--- config.mk ---
export PLATFORM = sky130hd
export DESIGN_NAME = key_entry_display
export DESIGN_NICKNAME = d
export VERILOG_FILES = /design/src/rtl/key_entry_display.sv
export SDC_FILE = /design/constraint.sdc
export NUM_CORES = 1
export LEC_CHECK = 0
export ABC_AREA = 1
export ABC_CLOCK_PERIOD_IN_PS = 4000
export BUFFER_PORTS_ARGS = -buffer_cell sky130_fd_sc_hd__clkbuf_2
export CAP_MARGIN = 20
export CORE_UTILIZATION = 63
export CTS_CLUSTER_DIAMETER = 80
export CTS_CLUSTER_SIZE = 30
export DETAILED_ROUTE_END_ITERATION = 12
export GPL_TIMING_DRIVEN = 0
export PLACE_DENSITY = 0.91
export SYNTH_ARGS = -nofsm -noshare
export SYNTH_HDL_FRONTEND = slang
export SYNTH_SLANG_ARGS = --single-unit
--- constraint.sdc ---
create_clock -name clk -period 4 [get_ports clk]
set_input_delay 0.8 -clock clk [delete_from_list [all_inputs] [get_ports clk]]
set_output_delay 0.8 -clock clk [all_outputs]
set_load 0.05 [all_outputs]
--- src/rtl/key_entry_display.sv ---
// Keypad entry buffer: turns debounced one-hot key presses into hex digits, backspace and clear,
// and scans the 6-digit buffer onto a multiplexed display (active-low digit select).
`timescale 1ns/1ps
module key_entry_display #(
    parameter int DIV_CNT = 50000
) (
    input  logic        clk,
    input  logic        rst,
    input  logic [15:0] key_deb,
    output logic [5:0]  seg_sel,
    output logic [3:0]  data_disp,
    output logic        key_event,
    output logic [3:0]  key_code,
    output logic [2:0]  entry_count
);
    localparam int DIV_W = (DIV_CNT > 2) ? $clog2(DIV_CNT) : 1;
    localparam logic [DIV_W-1:0] DIV_LAST = DIV_W'(DIV_CNT - 1);

    typedef enum logic {IDLE, HELD} state_t;

    state_t           state_reg;
    logic [3:0]       digits_reg [6];
    logic [3:0]       digits_next [6];
    logic [2:0]       count_reg;
    logic [2:0]       count_next;
    logic [DIV_W-1:0] div_reg;
    logic [2:0]       idx_reg;

    logic       key_any;
    logic       key_one;
    logic [3:0] key_idx;
    logic       accept;

    // A vector with exactly one bit set has no bits left after clearing its lowest set bit.
    always_comb begin
        key_any = |key_deb;
        key_one = key_any && ((key_deb & (key_deb - 16'd1)) == 16'd0);
        key_idx = 4'd0;
        for (int i = 0; i < 16; i++) begin
            if (key_deb[i]) key_idx = 4'(i);
        end
        accept = (state_reg == IDLE) && key_one;
    end

    always_comb begin
        for (int i = 0; i < 6; i++) digits_next[i] = digits_reg[i];
        count_next = count_reg;
        if (accept) begin
            if (key_idx <= 4'd13) begin
                for (int i = 5; i > 0; i--) digits_next[i] = digits_reg[i-1];
                digits_next[0] = key_idx;
                if (count_reg != 3'd6) count_next = count_reg + 3'd1;
            end else if (key_idx == 4'd14) begin
                if (count_reg != 3'd0) begin
                    for (int i = 0; i < 5; i++) digits_next[i] = digits_reg[i+1];
                    digits_next[5] = 4'd0;
                    count_next = count_reg - 3'd1;
                end
            end else begin
                for (int i = 0; i < 6; i++) digits_next[i] = 4'd0;
                count_next = 3'd0;
            end
        end
    end

    always_ff @(posedge clk or posedge rst) begin
        if (rst) begin
            state_reg <= IDLE;
            for (int i = 0; i < 6; i++) digits_reg[i] <= 4'd0;
            count_reg <= 3'd0;
            div_reg   <= '0;
            idx_reg   <= 3'd0;
            seg_sel   <= 6'b111110;
            data_disp <= 4'd0;
            key_event <= 1'b0;
            key_code  <= 4'd0;
        end else begin
            // Chords also move to HELD so nothing is accepted until all keys are released.
            case (state_reg)
                IDLE:    if (key_any)  state_reg <= HELD;
                HELD:    if (!key_any) state_reg <= IDLE;
                default: state_reg <= IDLE;
            endcase

            key_event <= accept;
            if (accept) key_code <= key_idx;

            for (int i = 0; i < 6; i++) digits_reg[i] <= digits_next[i];
            count_reg <= count_next;

            if (div_reg == DIV_LAST) begin
                div_reg <= '0;
                idx_reg <= (idx_reg == 3'd5) ? 3'd0 : idx_reg + 3'd1;
            end else begin
                div_reg <= div_reg + 1'b1;
            end

            // Slot 0 stays lit even when empty so the display shows a single 0.
            data_disp <= digits_reg[idx_reg];
            if ((idx_reg < count_reg) || (idx_reg == 3'd0))
                seg_sel <= ~(6'b000001 << idx_reg);
            else
                seg_sel <= 6'b111111;
        end
    end

    assign entry_count = count_reg;

endmodule
==> summary.txt <==
Status = finished, final reports clean
Critical Path Start = key_deb[1]
Power per standard cell area = 323 nW/µm²
CTS Buf Count = 9
Part of the Yosys area used for sequential elements = 45.2%
Kind of critical path = input pin to register
CP max FO = 10
Initial core utilization = 66.6%
Vias/cell = 5.66
Final Max Slew Viols = 0
Port Buffers = 35
Distinct cells, synth = 33
Synthesis-stage register bit count = 62
Die footprint = 5770 µm²
Total number of vias = 3273
Post-Place Cells = 562
Cts-stage hold buffer count = 0
Post-layout util = 75.9%
Reg2reg end = div_reg[13]$_DFF_PP0_
Core area = 5170 µm²
Final instance area = 3930 µm²
CP max stage delay = 0.24 ns
Row Count = 26
WP data required = 4.23 ns
Worst-path clk slew = 0.07 ns
R2R depth = 10
Post-synth EDFFs = 0
Final Cycle Share = 58.5%
N_diodes = 0
Hold path cells = 2
Unrepaired setup endpoints after global routing = false
Gpl congestion = 0.870
WL final = 8130 µm
Data arrival, critical path = 2.57 ns
Synth Net Count = 482
Fraction of registers with async set or reset after synthesis = 100%
Io pins = 36
DR WL/cell = 14.1 µm
Max clock buf depth = 2
Area Overhead vs Synth = 14.1%
Slew margin rel. = 53.7%
Hpwl dp = 5760 µm
Global-route wire length before repair = 13700 µm
VDD IR max = 208 µV
Top_reg_cell synth = dfrtp_1
Syn avg cell area = 7.55 µm²
Hold WC Path Type = register to register
Router iterations before antenna repair = 5
FILL cells = 373
Cell chain of the critical path = clkbuf_2 -> nor2_2 -> nand2_2 -> nor2_4 -> nand2_2 -> o21ai_1 -> nand2_1 -> or2_1 -> nor2_4 -> nand2_4 -> buf_6 -> o21ai_1 -> inv_1
Hold Vio Cnt, Final = 0
Largest net degree at the start of global routing = 34
Final ANT Viol Nets = 0
CP endpoint kind = register
CTS sink cnt = 62
Worst Clk Skew = 0.00515 ns
Critical path's slowest cell = or2_1
Setup violators final = 0
Reg2Reg Launch Point = div_reg[2]$_DFF_PP0_
Initial antenna violation count = 0
Clk_lat worst skew = 0.34 ns
GRT overflow = 0
Share of layout cells above drive strength 1 = 14.0%
Setup TNS = 0 ns
Fmax = 427 MHz
Overall Global Routing Usage = 30.2%
Static Leak = 2.01 nW
1st-iter DRT viols = 302
DIE WIDTH = 75.9 µm
DP Area = 3730 µm²
Die Y = 75.9 µm
Layout Cells excl Fill = 578
MaxCap Viol Count = 0
Setup repair bufs after CTS = 0
Worst-margin pin slew = 0.694 ns
Warnings from Yosys = 0
Vias in the first global route = 3080
Synth Instances = 456
# DRC = 0
Root Buffer Master = clkbuf_8
H-Tree Depth = 3
Max reg flops = 24
Crit path to = digits_reg[19]$_DFFE_PP0P_
TritonCTS clock tree = done
Nets = 529
Cell area after synthesis = 3440 µm²
Post-cts resize count = 0
Flop2flop setup slack = 2.09 ns
Startpoint types = input pin
Period minus WS final = 2.34 ns
==> cells in the final DEF, fill, tap and decap left out, types with 2 or more instances in the layout <==
cell and count:
clkbuf_1 6, inv_2 2, nor2_2 3, clkbuf_8 11, nor3_1 5, xor2_1 4
o21ai_0 22, inv_1 101, dfstp_2 5, nor2_1 40, o221ai_1 4, clkbuf_2 35
buf_6 4, nand3_1 16, dfrtp_1 57, nand4_1 13, nor2_4 2, nand2_1 92
ha_1 8, a21oi_1 10, o21ai_1 22, nand2_2 2, o22ai_1 28
==> logic make-up after synthesis <==
family / Yosys count / synth area share (%)
flip-flops: 62 / 45.2
AO/OA/AOI/OAI: 91 / 15.0
AND/OR/NAND/NOR: 177 / 22.2
buffers and inverters: 113 / 13.3
adder cells (fa/ha/maj): 8 / 2.91
XOR/XNOR: 5 / 1.27
==> metrics by stage <==
step | hold slack, ns | power, mW | setup slack, ns
detailed placement | 0.469 | 0.714 | 1.33
global route | 0.510 | 1.31 | 1.50
finish | 0.485 | 1.27 | 1.66
CTS | 0.484 | 1.27 | 1.68
global placement | 0.453 | 0.708 | 1.06
floorplan | 0.433 | 0.686 | 1.67
==> cell type report <==
| class | count | area (µm²) | area share (%) |
|---|---|---|---|
| sequential | 62 | 1560 | 39.7 |
| multi-input combinational | 281 | 1430 | 36.3 |
| inverter | 104 | 390 | 9.94 |
| timing repair buffer | 36 | 195 | 4.97 |
| clock buffer | 13 | 159 | 4.05 |
| tap | 70 | 87.6 | 2.23 |
| buffer | 9 | 67.6 | 1.72 |
| clock inverter | 3 | 42.5 | 1.08 |
==> cell usage after synthesis (2+ instances only) <==
| library cell | number | area, µm² |
|---|---|---|
| nand3_1 | 16 | 80.1 |
| a21oi_1 | 10 | 50.1 |
| dfrtp_1 | 57 | 1430 |
| o21ai_0 | 22 | 110 |
| ha_1 | 8 | 100 |
| nor2_1 | 40 | 150 |
| nor2_4 | 2 | 22.5 |
| nor2_2 | 3 | 18.8 |
| o221ai_1 | 4 | 35.0 |
| nand2_2 | 2 | 12.5 |
| nand4_1 | 13 | 81.3 |
| o21ai_1 | 22 | 110 |
| dfstp_2 | 5 | 131 |
| o22ai_1 | 28 | 175 |
| clkbuf_1 | 4 | 15.0 |
| nor3_1 | 5 | 25.0 |
| nand2_1 | 92 | 345 |
| buf_6 | 4 | 45.0 |
| xor2_1 | 4 | 35.0 |
| inv_1 | 102 | 383 |
==> metal layers <==
layer	vias up	GRT usage, %	share of wire, %
met4	0	14.6	2.2
met2	178	49.1	49
met5	-	0	0
met3	27	7.11	8.7
met1	1510	38.0	40
li1	1558	-	-
==> how the worst min path moves through the flow <==
stage / start / end / slack [ns]
5_1_grt: div_reg[0]$_DFF_PP0_ / div_reg[0]$_DFF_PP0_ / 0.51
3_3_place_gp: div_reg[0]$_DFF_PP0_ / div_reg[0]$_DFF_PP0_ / 0.45
3_5_place_dp: key_code[0]$_DFFE_PP0P_ / key_code[0]$_DFFE_PP0P_ / 0.47
4_1_cts: div_reg[0]$_DFF_PP0_ / div_reg[0]$_DFF_PP0_ / 0.48
2_1_floorplan: div_reg[0]$_DFF_PP0_ / div_reg[0]$_DFF_PP0_ / 0.43
6_report: key_code[0]$_DFFE_PP0P_ / key_code[0]$_DFFE_PP0P_ / 0.48
==> worst max-delay path, delay by kind of cell <==
family	cells	cell delay (ns)
compound gates	2	0.28
simple gates	8	1.15
buf+inv	3	0.34
==> power by group <==
part	switching (mW)	internal, mW	leakage [nW]
Clock	0.244	0.321	0.0996
Combinational	0.0526	0.0239	1.22
Sequential	0.00000706	0.627	0.688
Power figures use the tool's default switching activity.
